## config.mk

```make
export PLATFORM = sky130hd
export DESIGN_NAME = subleq_exec_ctrl_flat
export DESIGN_NICKNAME = d
export VERILOG_FILES = /design/src/rtl/subleq_exec_ctrl_pkg.sv /design/src/rtl/subleq_exec_ctrl_if.sv /design/src/rtl/subleq_exec_ctrl_alu.sv /design/src/rtl/subleq_exec_ctrl.sv /design/src/flat_wrapper.sv
export SDC_FILE = /design/constraint.sdc
export NUM_CORES = 1
export LEC_CHECK = 0
export ABC_CLOCK_PERIOD_IN_PS = 7000
export CAP_MARGIN = 20
export CORE_MARGIN = 2
export CORE_UTILIZATION = 25
export DETAILED_ROUTE_END_ITERATION = 16
export PLACE_DENSITY_LB_ADDON = 0.05
export REMOVE_ABC_BUFFERS = 1
export SLEW_MARGIN = 10
export SYNTH_ARGS = -nofsm -noshare
export SYNTH_HDL_FRONTEND = slang
export SYNTH_HIERARCHICAL = 1
export SYNTH_SLANG_ARGS = --single-unit
```

## constraint.sdc

```tcl
create_clock -name clk -period 7 [get_ports clk]
set_input_delay 0.7 -clock clk [delete_from_list [all_inputs] [get_ports clk]]
set_output_delay 0.7 -clock clk [all_outputs]
set_load 0.01 [all_outputs]
```

## src/rtl/subleq_exec_ctrl_pkg.sv

```systemverilog
// Shared word width, state encodings and types for the subleq execute controller.
// The SUBLEQ_IO_EN macro (checked in the top) enables the memory-mapped IO port at the all-ones address.
`ifndef WORD_SIZE
`define WORD_SIZE 16
`endif
`ifndef ST_FETCH_A
`define ST_FETCH_A 3'd0
`define ST_FETCH_B 3'd1
`define ST_FETCH_C 3'd2
`define ST_LOAD_A  3'd3
`define ST_LOAD_B  3'd4
`define ST_WRITE   3'd5
`define ST_HALT    3'd6
`endif

package subleq_exec_ctrl_pkg;
  localparam int W = `WORD_SIZE;

  typedef logic [W-1:0] word_t;

  typedef enum logic [2:0] {
    S_FETCH_A = `ST_FETCH_A,
    S_FETCH_B = `ST_FETCH_B,
    S_FETCH_C = `ST_FETCH_C,
    S_LOAD_A  = `ST_LOAD_A,
    S_LOAD_B  = `ST_LOAD_B,
    S_WRITE   = `ST_WRITE,
    S_HALT    = `ST_HALT
  } state_t;

  // Operand address that is redirected to the IO port when IO is enabled.
  localparam word_t IO_ADDR = '1;
endpackage

```

## src/rtl/subleq_exec_ctrl_if.sv

```systemverilog
// Memory bus between the subleq execute controller (master) and a synchronous memory (slave).
interface subleq_exec_ctrl_if;
  import subleq_exec_ctrl_pkg::*;

  // No valid/ready: every cycle presents an address, read data returns exactly one cycle
  // later, and a write commits on the rising edge where mem_we is high.
  word_t mem_addr;
  word_t mem_data_in;
  word_t mem_data_out;
  logic  mem_we;

  modport master (
    output mem_addr,
    output mem_data_out,
    output mem_we,
    input  mem_data_in
  );

  modport slave (
    input  mem_addr,
    input  mem_data_out,
    input  mem_we,
    output mem_data_in
  );
endinterface

```

## src/rtl/subleq_exec_ctrl_alu.sv

```systemverilog
// Subleq arithmetic: wrapped difference b_val - a_val and the less-or-equal-zero flag.
module subleq_alu
  import subleq_exec_ctrl_pkg::*;
(
  input  word_t b_val,
  input  word_t a_val,
  output word_t res,
  output logic  leq
);
  assign res = b_val - a_val;
  // Sign bit of the wrapped result; overflow is deliberately not corrected.
  assign leq = (res == '0) || res[W-1];
endmodule

```

## src/rtl/subleq_exec_ctrl.sv

```systemverilog
// Subleq sequencer/execute unit: fetches A,B,C, loads mem[A], mem[B], writes back and branches.
// Define SUBLEQ_IO_EN to map the all-ones operand address onto io_in / io_out.
module subleq_exec_ctrl
  import subleq_exec_ctrl_pkg::*;
#(
  parameter word_t RESET_PC = '0
) (
  input  logic                      clk,
  input  logic                      areset,
  input  logic                      run,
  subleq_exec_ctrl_if.master        mem,
  output word_t                     pc,
  output logic                      halted,
  output state_t                    state
`ifdef SUBLEQ_IO_EN
  ,
  input  word_t                     io_in,
  output logic                      io_in_ack,
  output word_t                     io_out,
  output logic                      io_out_valid
`endif
);
  word_t a_reg, b_reg, c_reg, va;
  word_t res, pc_next;
  logic  leq, b_is_io, take_branch, halt_now;

  subleq_alu u_alu (
    .b_val (mem.mem_data_in),
    .a_val (va),
    .res   (res),
    .leq   (leq)
  );

`ifdef SUBLEQ_IO_EN
  logic a_is_io;
  assign a_is_io = (a_reg == IO_ADDR);
  assign b_is_io = (b_reg == IO_ADDR);
`else
  assign b_is_io = 1'b0;
`endif

  // An IO store never branches, so it can never halt either.
  assign take_branch = leq && !b_is_io;
  assign pc_next     = take_branch ? c_reg : pc + word_t'(3);
  assign halt_now    = take_branch && (c_reg == pc);

  always_ff @(posedge clk) begin
    if (areset) begin
      state <= S_FETCH_A;
      pc    <= RESET_PC;
      a_reg <= '0;
      b_reg <= '0;
      c_reg <= '0;
      va    <= '0;
    end else begin
      case (state)
        S_FETCH_A: if (run) state <= S_FETCH_B;
        S_FETCH_B: begin
          a_reg <= mem.mem_data_in;
          state <= S_FETCH_C;
        end
        S_FETCH_C: begin
          b_reg <= mem.mem_data_in;
          state <= S_LOAD_A;
        end
        S_LOAD_A: begin
          c_reg <= mem.mem_data_in;
          state <= S_LOAD_B;
        end
        S_LOAD_B: begin
`ifdef SUBLEQ_IO_EN
          va <= a_is_io ? io_in : mem.mem_data_in;
`else
          va <= mem.mem_data_in;
`endif
          state <= S_WRITE;
        end
        S_WRITE: begin
          pc    <= pc_next;
          state <= halt_now ? S_HALT : S_FETCH_A;
        end
        S_HALT:  state <= S_HALT;
        default: state <= S_FETCH_A;
      endcase
    end
  end

  always_comb begin
    mem.mem_addr = pc;
    case (state)
      S_FETCH_A: mem.mem_addr = pc;
      S_FETCH_B: mem.mem_addr = pc + word_t'(1);
      S_FETCH_C: mem.mem_addr = pc + word_t'(2);
      S_LOAD_A:  mem.mem_addr = a_reg;
      S_LOAD_B:  mem.mem_addr = b_reg;
      S_WRITE:   mem.mem_addr = b_reg;
      default:   mem.mem_addr = pc;
    endcase
  end

  // Reset in the WRITE cycle must suppress the strobe before the edge commits it.
  assign mem.mem_we       = (state == S_WRITE) && !b_is_io && !areset;
  assign mem.mem_data_out = (state == S_WRITE) ? res : '0;
  assign halted           = (state == S_HALT);

`ifdef SUBLEQ_IO_EN
  assign io_in_ack    = (state == S_LOAD_B) && a_is_io && !areset;
  assign io_out_valid = (state == S_WRITE) && b_is_io && !areset;
  assign io_out       = io_out_valid ? va : '0;
`endif
endmodule

```

## src/flat_wrapper.sv

```systemverilog
// flat-port wrapper written by rule: the top's interface ports become plain ports
module subleq_exec_ctrl_flat import subleq_exec_ctrl_pkg::*;
#(
  parameter word_t RESET_PC = '0
)
  (clk, areset, run, pc, halted, state, mem_mem_addr, mem_mem_data_out, mem_mem_we, mem_mem_data_in);
  subleq_exec_ctrl_if mem_i ();
  input  logic clk;
  input  logic areset;
  input  logic run;
  output word_t pc;
  output logic halted;
  output state_t state;
  output wire logic [$bits(mem_i.mem_addr)-1:0] mem_mem_addr;
  output wire logic [$bits(mem_i.mem_data_out)-1:0] mem_mem_data_out;
  output wire logic [$bits(mem_i.mem_we)-1:0] mem_mem_we;
  input wire logic [$bits(mem_i.mem_data_in)-1:0] mem_mem_data_in;
  assign mem_mem_addr = mem_i.mem_addr;
  assign mem_mem_data_out = mem_i.mem_data_out;
  assign mem_mem_we = mem_i.mem_we;
  assign mem_i.mem_data_in = mem_mem_data_in;
  subleq_exec_ctrl #(.RESET_PC(RESET_PC)) u_core (.clk(clk), .areset(areset), .run(run), .mem(mem_i), .pc(pc), .halted(halted), .state(state));
endmodule
```

==> results.json, run 1 <==
{
  "worstPathRequired_ns": 6.30,
  "viasPerCell": 5.179,
  "nNetsFinal": 872,
  "initial_core_util_pct": 25.52,
  "finalClockSkew_ns": 0.009964,
  "synth_area_leaders": "dfxtp_1, nand2_1, a21oi_1",
  "synth_cells": 801,
  "antenna_found_initial": 0,
  "vdd_drop_max_uv": 79.65,
  "startpoint_type": "primary input",
  "synth_top_family_by_area": "simple AND/OR/NAND/NOR gates",
  "fin_setup_tns_ns": 0,
  "period_needed_ns": 4.596,
  "grt_pass1_wl_mm": 33.01,
  "clkTransAtPathRegs_ns": 0.07,
  "synth_common_cells": "nand2_1, a21oi_1, dfxtp_1, nor2_1, o21ai_0",
  "cts_tree": "built",
  "grt_overflow": 0,
  "post_drt_wl_per_cell_um": 18.83,
  "dp.cells": 1107,
  "syn_avg_cell_area_um2": 7.212,
  "io_buffers": 71,
  "gp_congestion": 0.9039,
  "critPathKind": "primary input to primary output",
  "clk_latency_ns": 0.35,
  "relSlewSlack_pct": 36.15,
  "synthSimpleGateAreaFrac_pct": 27.31,
  "drive_above_1_share_pct": 6.325,
  "antenna_left": 0,
  "cts_buffer_depth": 2,
  "vias": 5816,
  "hp-class": "flip-flop to flip-flop",
  "drt_iter0_drc": 385,
  "cts_setup_buffers": 0,
  "grt_pass1_vias": 5713,
  "ys_types": 82,
  "synth_fa_ha_area_share_pct": 4.462,
  "r2r_slack_ns": 3.19,
  "async_reset_ff_share_pct": 0,
  "die-area_um2": 24340,
  "muxShareOfSynthArea_pct": 0.9530,
  "syn2layout_area_growth_pct": 19.82,
  "yosys.area.top_type_share_pct": 28.76,
  "htreeDepth": 3,
  "pre_cts_slack_ns": 2.327,
  "num_rows": 55,
  "max_freq_ghz": 0.2176,
  "wirelength_mm": 21.15,
  "crit_path_end_kind": "primary output",
  "yosys_most_used_dff": "dfxtp_1",
  "num_antenna_cells": 0,
  "cts_buffers": 9,
  "route.detailed.drc": 0,
  "cts_resized": 0,
  "dieWidth_um": 156.0,
  "synth_xor_area_share_pct": 4.700,
  "finalCritPeriodShare_pct": 65.65,
  "setup_viol": 0,
  "synth_compound_area_share_pct": 27.07,
  "dr.pass1.iters": 5,
  "yosysWarnings": 6,
  "worst_ep_arrival_time_ns": 3.90,
  "core_area_um2": 22640,
  "maxCapViolations": 0,
  "slew_viol_final": 0,
  "cts_hold_buf": 0,
  "p_per_area_nw_per_um2": 178.6,
  "io_pins": 72,
  "seq_area_frac_synth_pct": 28.76,
  "dieHeight_um": 156.0,
  "finalNonFillerCells": 1123,
  "grt_max_degree": 85,
  "syn-cell-area_um2": 5777,
  "hold_viol": 0,
  "clockRootBuffer": "clkbuf_16",
  "tightest_slew_ns": 0.9577,
  "status": "complete, no violations",
  "path_max_fanout": 6,
  "setup_ws_ns": 2.404,
  "yosysTopAreaCell": "dfxtp_1",
  "dp_hpwl_mm": 15.26,
  "synth-edff-count": 0,
  "grt_use_total_pct": 17.58,
  "rsz0062_at_grt": "no",
  "synth_seq_cells": 83,
  "clock_sinks": 83,
  "leakage_nw": 2.381,
  "yosysMostFrequentCell": "nand2_1"
}
-- area by class of cell --
type | count | area (µm²)
clock buffers | 10 | 229.0
clock inverters | 6 | 47.55
fillers | 2456 | 15720
inverters | 29 | 108.9
multi-input cells | 629 | 3737
flip-flops and latches | 83 | 1662
well taps | 285 | 356.6
repair buffers | 81 | 780.7
-- layer usage --
layer  wire length [µm]  up-vias  GRT usage (%)
met2               9595      136          29.08
met4                586        0          6.946
met3                664       33          1.917
met1              10300     2775          23.44
li1                   -     2872              -
met5                  0        -              0
-- through the flow --
step                      util [%]  area (µm²)  hold slack [ns]  power (mW)
after detailed placement     29.35        6645           0.4482      0.7868
after global placement       29.35        6645           0.4419      0.7870
after CTS                    30.57        6922           0.4581       1.255
final                        30.57        6922           0.4573       1.236
after global routing         30.57        6922           0.4684       1.299
after floorplan                  -        5497           0.4267      0.6664
-- cells by family after synthesis --
kind of cell / after synthesis
compound gates: 239
mux: 5
fa+ha+maj: 20
buf+inv: 89
simple gates: 334
xor+xnor: 31
flops: 83
-- report_power, final --
part	internal (mW)	total, mW	switching, mW	leakage [nW]
Combinational	0.106	0.275	0.170	1.59
Clock	0.243	0.461	0.218	0.122
Sequential	0.488	0.499	0.0112	0.672
Total	0.837	1.24	0.399	2.38
-- path summary, 6_finish.rpt --
| check | start | end | cells past startpoint |
|---|---|---|---|
| setup reg to reg | u_core/va[1] | u_core/pc[10] | 14 |
| setup / recovery | mem_mem_data_in[3] | mem_mem_data_out[13] | 9 |
| hold reg to reg | u_core/va[11] | u_core/va[11] | 2 |
| hold / removal | u_core/va[11] | u_core/va[11] | 2 |
-- critical path, cell delays in order --
cell	delay, ns
clkdlybuf4s50_1	0.52
ha_1	0.47
o2111ai_1	0.24
a21oi_1	0.36
nor2_1	0.11
or4_1	0.41
a41oi_1	0.35
and2_1	0.18
clkdlybuf4s50_1	0.54
-- cells in the final DEF, fill, tap and decap left out, drive strengths merged, types with 11 or more instances in the layout --
master         synthesis  layout
nand2                185     185
a21oi                103     103
dfxtp                 83      83
clkdlybuf4s50          0      70
nor2                  43      43
o21ai                 39      39
inv                   29      31
and2                  23      23
nand3                 21      21
xor2                  19      19
ha                    19      19
nor3                  16      16
xnor2                 12      12
buf                   29      11
(Power assumes the default switching activity.)
==> run 2, diff against run 1 <==
--- a/config.mk
+++ b/config.mk
@@ -5,7 +5,7 @@
 export SDC_FILE = /design/constraint.sdc
 export NUM_CORES = 1
 export LEC_CHECK = 0
-export ABC_CLOCK_PERIOD_IN_PS = 7000
+export ABC_CLOCK_PERIOD_IN_PS = 3900
 export CAP_MARGIN = 20
 export CORE_MARGIN = 2
 export CORE_UTILIZATION = 25
==> constraint.sdc (replaced) <==
create_clock -name clk -period 3.9 [get_ports clk]
set_input_delay 0.39 -clock clk [delete_from_list [all_inputs] [get_ports clk]]
set_output_delay 0.39 -clock clk [all_outputs]
set_load 0.01 [all_outputs]
==> run 2 against run 1 <==
Effect of this change: hold slack worse by 0.0019 ns; register-to-register slack got worse by 2.8 ns; setup slack got worse by 2.2 ns; sequential share of layout area shrank 1.2 points; flip-flop and latch count unchanged; wire length rose by 3.3%; critical path type unchanged; critical endpoint is now mem_mem_data_out[15]; largest power group is now clock.
==> results.json, run 2 (synthesis gave the netlist of run 1 again) <==
{
  "vdd_drop_max_uv": 184.6,
  "antenna_found_initial": 0,
  "wirelength_mm": 21.85,
  "hold_viol": 0,
  "relSlewSlack_pct": 43.13,
  "worst_ep_arrival_time_ns": 3.29,
  "dieHeight_um": 156.0,
  "finalCritPeriodShare_pct": 94.27,
  "r2r_end": "u_core/pc[14]",
  "dp_hpwl_mm": 16.52,
  "path_max_fanout": 4,
  "finalNonFillerCells": 1165,
  "critPathKind": "primary input to primary output",
  "max_freq_ghz": 0.2720,
  "clockRootBuffer": "clkbuf_16",
  "route.detailed.drc": 0,
  "core_area_um2": 22640,
  "clkTransAtPathRegs_ns": 0.07,
  "grt_pass1_vias": 5674,
  "comb_power_share_pct": 22.4,
  "grt_pass1_wl_mm": 33.66,
  "htreeDepth": 3,
  "dieWidth_um": 156.0,
  "drt_iter0_drc": 370,
  "leakage_nw": 2.614,
  "grt_max_degree": 61,
  "post_drt_wl_per_cell_um": 18.75,
  "finalClockSkew_ns": 0.01089,
  "final_common_cell": "nand2_1",
  "internal-power_mw": 1.666,
  "worstPathRequired_ns": 3.51,
  "io_pins": 72,
  "multi_input_area_um2": 3749,
  "fin_setup_tns_ns": 0,
  "p_switching_mw": 0.7092,
  "path_cells": "clkdlybuf4s50_1 > inv_1 > ha_1 > nor2b_1 > o2111ai_1 > a21oi_2 > a211oi_1 > buf_4 > a32o_1 > xnor2_1 > inv_1 > and2_1 > clkdlybuf4s50_1",
  "setup_viol": 0,
  "seq_power_share_pct": 38.0,
  "grt_overflow": 0,
  "vias": 5938,
  "path_delay_family": "buffers and inverters",
  "period_needed_ns": 3.677,
  "seq_area_um2": 1662,
  "cts_buffers": 9,
  "p_sw_share_pct": 29.85,
  "viasPerCell": 5.097,
  "num_rows": 55,
  "rsz0062_at_grt": "no",
  "r2r_start": "u_core/va[1]",
  "p_total_mw": 2.376,
  "maxCapViolations": 0,
  "hp-start": "u_core/b_reg[4]",
  "r2r_slack_ns": 0.43,
  "cts_buffer_depth": 2,
  "dr.pass1.iters": 4,
  "min_path_cells": 2,
  "grt_use_total_pct": 18.00,
  "slew_viol_final": 0,
  "cts_tree": "built",
  "die-area_um2": 24340,
  "io_buffers": 71,
  "num_antenna_cells": 0,
  "nNetsFinal": 914,
  "syn2layout_area_growth_pct": 26.19,
  "status": "complete, no violations",
  "crit_path_end_kind": "primary output",
  "critPathBufInv": 5,
  "hold_path_end": "u_core/b_reg[4]",
  "drive_above_1_share_pct": 10.91,
  "final_cell_mix": "nand2_1, a21oi_1, dfxtp_1",
  "clock_sinks": 83,
  "p_per_area_nw_per_um2": 325.9,
  "r2r_cells": 15,
  "startpoint_type": "primary input",
  "gp_congestion": 0.8766,
  "nFillCells": 2443,
  "antenna_left": 0,
  "cpMaxStageDelayCell": "clkdlybuf4s50_1",
  "dp.cells": 1148,
  "clk_latency_ns": 0.35,
  "cpPeakStageDelay_ns": 0.48,
  "tightest_slew_ns": 0.8510,
  "hp-class": "flip-flop to flip-flop",
  "pwr-share-clk_pct": 39.6,
  "initial_core_util_pct": 25.52
}
[run 2: changes by cell type in the layout (fill, tap and decap cells not counted), sizes merged]
cell / previous run / this run
clkbuf: 10 / 11
bufinv: 0 / 2
inv: 31 / 30
clkinv: 0 / 1
buf: 11 / 53
clkinvlp: 4 / 1
[run 2: timing repair]
| item | in CTS | in global routing |
|---|---|---|
| hold buffers | 0 | 0 |
| gates resized for setup | 1 | 1 |
| buffers inserted | 0 | 1 |
| pin swaps | 0 | 1 |
| setup endpoints to repair | 1 | 2 |
[run 2: routing by layer]
layer  vias up  wire (µm)  global-route usage, %
met5         -          0                      0
met4         0        346                  5.199
met3        16        702                  2.111
met2       110      10390                  29.92
met1      2872      10410                  24.53
li1       2940          -                      -
[run 2: power by group through the flow]
stage                     Combinational, mW  Clock [mW]  Sequential, mW
after global routing                  0.582        1.00           0.907
after floorplan                       0.275           0           0.921
after global placement                0.530           0           0.922
after CTS                             0.533       0.963           0.903
after detailed placement              0.530           0           0.923
final                                 0.532       0.940           0.904
[run 2: worst min-delay path: stages (launching register included)]
cell and delay [ns]:
dfxtp_1 0.31, nand2_1 0.05, a21oi_1 0.05
[run 2: worst max-delay path by stage]
stage | start | endpoint | slack (ns) | cells after the start
floorplan | mem_mem_data_in[0] | u_core/pc[10] | -0.51 | 14
global placement | mem_mem_data_in[0] | u_core/pc[14] | -0.07 | 15
detailed placement | mem_mem_data_in[0] | u_core/pc[14] | -0.13 | 15
CTS | mem_mem_data_in[0] | mem_mem_data_out[13] | 0.09 | 11
global route | mem_mem_data_in[0] | mem_mem_data_out[15] | 0.02 | 13
finish | mem_mem_data_in[0] | mem_mem_data_out[15] | 0.22 | 13
[run 2: stage by stage]
stage	instance area [µm²]	setup WS, ns	utilization [%]	hold WS [ns]
finish	7289	0.2234	32.20	0.4554
detailed placement	6953	-0.1257	30.71	0.4443
global route	7289	0.02208	32.20	0.4768
floorplan	5497	-0.5135	-	0.4267
CTS	7274	0.09078	32.13	0.4536
global placement	6953	-0.07418	30.71	0.4447
[run 2: final cells by class]
type,count,area share (%)
clock buffers,11,3.193
clock inverters,5,1.167
inverters,29,1.493
multi-input cells,629,51.42
flip-flops and latches,83,22.79
well taps,285,4.892
repair buffers,123,15.04
==> run 3, diff against run 2 <==
--- a/config.mk
+++ b/config.mk
@@ -15,5 +15,4 @@
 export SLEW_MARGIN = 10
 export SYNTH_ARGS = -nofsm -noshare
 export SYNTH_HDL_FRONTEND = slang
-export SYNTH_HIERARCHICAL = 1
 export SYNTH_SLANG_ARGS = --single-unit
==> run 3 against run 2 <==
Effect of this change: flip-flop and latch count did not move; hold slack got worse by 0.15 ns; die area fell by 2.1%; sequential share of layout area barely moved; first-iteration DRC count rose by 23%; synthesized area fell by 2.2%; highest routed layer unchanged.
==> results.json, run 3 <==
{
  "maxCapViolations": 0,
  "leakage_nw": 2.481,
  "post_drt_wl_per_cell_um": 19.49,
  "cts_buffers": 9,
  "synthSimpleGateAreaFrac_pct": 26.82,
  "dieWidth_um": 154.3,
  "syn-cell-area_um2": 5650,
  "slew_viol_final": 0,
  "path_cells": "clkdlybuf4s50_1 > inv_1 > ha_1 > inv_1 > fa_1 > a21o_1 > a221oi_4 > nor4_1 > o21ai_0 > nand2_1 > nor2_1 > clkdlybuf4s50_1",
  "grt_overflow": 0,
  "ys_types": 67,
  "r2r_start": "u_core.va[0]",
  "cpMaxStageDelayCell": "clkdlybuf4s50_1",
  "p_per_area_nw_per_um2": 344.2,
  "yosys_most_used_dff": "dfxtp_1",
  "placed_area_um2": 6929,
  "synth_seq_cells": 83,
  "hp-start": "areset",
  "htreeDepth": 3,
  "yosysTopAreaCell": "dfxtp_1",
  "finalClockSkew_ns": 0.01158,
  "cts_resized": 0,
  "r2r_cells": 14,
  "cts_hold_buf": 0,
  "synth_cells": 805,
  "max_freq_ghz": 0.2734,
  "pre_cts_slack_ns": -0.05060,
  "antenna_found_initial": 0,
  "hold_viol": 0,
  "grt_pass1_vias": 5969,
  "synth_xor_area_share_pct": 5.425,
  "yosysWarnings": 0,
  "hp-class": "primary input to flip-flop",
  "worst_ep_arrival_time_ns": 3.27,
  "startpoint_type": "primary input",
  "syn2layout_area_growth_pct": 28.76,
  "tightest_slew_ns": 0.8547,
  "async_reset_ff_share_pct": 0,
  "wirelength_mm": 23.02,
  "num_rows": 55,
  "relSlewSlack_pct": 42.88,
  "cpPeakStageDelay_ns": 0.60,
  "synth_compound_area_share_pct": 26.11,
  "clockRootBuffer": "clkbuf_16",
  "grt_use_total_pct": 19.33,
  "finalInstanceArea_um2": 7276,
  "core_area_um2": 22430,
  "viasPerCell": 5.235,
  "grt_pass1_wl_mm": 35.35,
  "setup_ws_ns": 0.2426,
  "synth_top_family_by_area": "simple AND/OR/NAND/NOR gates",
  "cts_buffer_depth": 2,
  "dr.pass1.iters": 5,
  "initial_core_util_pct": 25.19,
  "synth_fa_ha_area_share_pct": 4.562,
  "syn_avg_cell_area_um2": 7.019,
  "hold_path_end": "u_core.va[3]",
  "io_buffers": 71,
  "io_pins": 72,
  "cts_tree": "built",
  "yosys.area.top_type_share_pct": 29.41,
  "vdd_drop_max_uv": 149.4,
  "r2r_slack_ns": 0.55,
  "period_needed_ns": 3.657,
  "path_max_fanout": 4,
  "status": "complete, no violations",
  "clk_latency_ns": 0.36,
  "synth-edff-count": 0,
  "die-area_um2": 23820,
  "synth_area_leaders": "dfxtp_1, nand2_1, a21oi_1",
  "cts_setup_buffers": 0,
  "synth_common_cells": "nand2_1, a21oi_1, dfxtp_1, clkbuf_1",
  "route.detailed.drc": 0,
  "p_total_mw": 2.504,
  "clock_sinks": 83,
  "critPathKind": "primary input to primary output",
  "crit_path_end_kind": "primary output",
  "clkTransAtPathRegs_ns": 0.07,
  "nNetsFinal": 930,
  "vias": 6182,
  "r2r_end": "u_core.pc[7]",
  "final_common_cell": "nand2_1",
  "seq_area_frac_synth_pct": 29.41,
  "finalCritPeriodShare_pct": 93.78,
  "grt_max_degree": 54,
  "dieHeight_um": 154.3,
  "worstPathRequired_ns": 3.51,
  "drive_above_1_share_pct": 11.05,
  "num_antenna_cells": 0,
  "yosysMostFrequentCell": "nand2_1",
  "final_cell_mix": "nand2_1, a21oi_1, dfxtp_1",
  "drt_iter0_drc": 454,
  "hold_ws_ns": 0.3058,
  "dp_hpwl_mm": 17.00,
  "fin_setup_tns_ns": 0,
  "setup_viol": 0,
  "muxShareOfSynthArea_pct": 1.107,
  "gp_congestion": 0.8516,
  "min_path_cells": 2,
  "rsz0062_at_grt": "no",
  "antenna_left": 0
}
-- run 3: routing by layer --
layer	GRT usage [%]	routed length, µm
met1	26.12	10780
met2	32.52	10880
met3	2.634	1024
met4	5.026	336
met5	0	0
-- run 3: worst max path at each step --
stage	from	cells past startpoint	endpoint	slack (ns)
CTS	mem_mem_data_in[0]	11	mem_mem_data_out[12]	0.02
global placement	mem_mem_data_in[0]	16	u_core.pc[7]	-0.006
floorplan	u_core.state[0]	6	mem_mem_addr[13]	0.34
detailed placement	mem_mem_data_in[0]	16	u_core.pc[7]	-0.05
global route	mem_mem_data_in[0]	16	u_core.pc[7]	0.008
finish	mem_mem_data_in[0]	12	mem_mem_data_out[14]	0.24
-- run 3: cell families (layout without fill, tap and decap cells) --
family,Yosys count,count (layout)
xor+xnor,35,35
simple gates,337,337
compound gates,239,239
buf+inv,85,176
flops,83,83
fa+ha+maj,20,20
mux,6,6
-- run 3: cell type report --
cell class / count / area (µm²)
Clock inverter: 7 / 100.1
Sequential cell: 83 / 1662
Multi-Input combinational cell: 637 / 3641
Inverter: 26 / 97.59
Fill cell: 2463 / 15160
Clock buffer: 9 / 225.2
Tap cell: 285 / 356.6
Timing Repair Buffer: 134 / 1194
-- run 3: critical path: cells and delay by family --
| kind | cells | cell delay (ns) |
|---|---|---|
| AOI/OAI and AO/OA | 3 | 0.79 |
| adders and majority gates | 2 | 0.57 |
| and+or+nand+nor | 3 | 0.37 |
| buffers and inverters | 4 | 1.15 |
-- run 3: power breakdown --
part	switching (mW)	internal, mW	total [mW]	leakage, nW
clock network	0.398	0.567	0.965	0.154
logic	0.377	0.249	0.627	1.66
registers	0.0277	0.885	0.912	0.672
-- run 3: per-stage QoR --
| step | std cells | utilization (%) |
|---|---|---|
| after CTS | 1181 | 32.34 |
| final | 1181 | 32.43 |
| after detailed placement | 1165 | 30.89 |
| after global routing | 1181 | 32.43 |
| after floorplan | 746 | - |
| after global placement | 1165 | 30.89 |
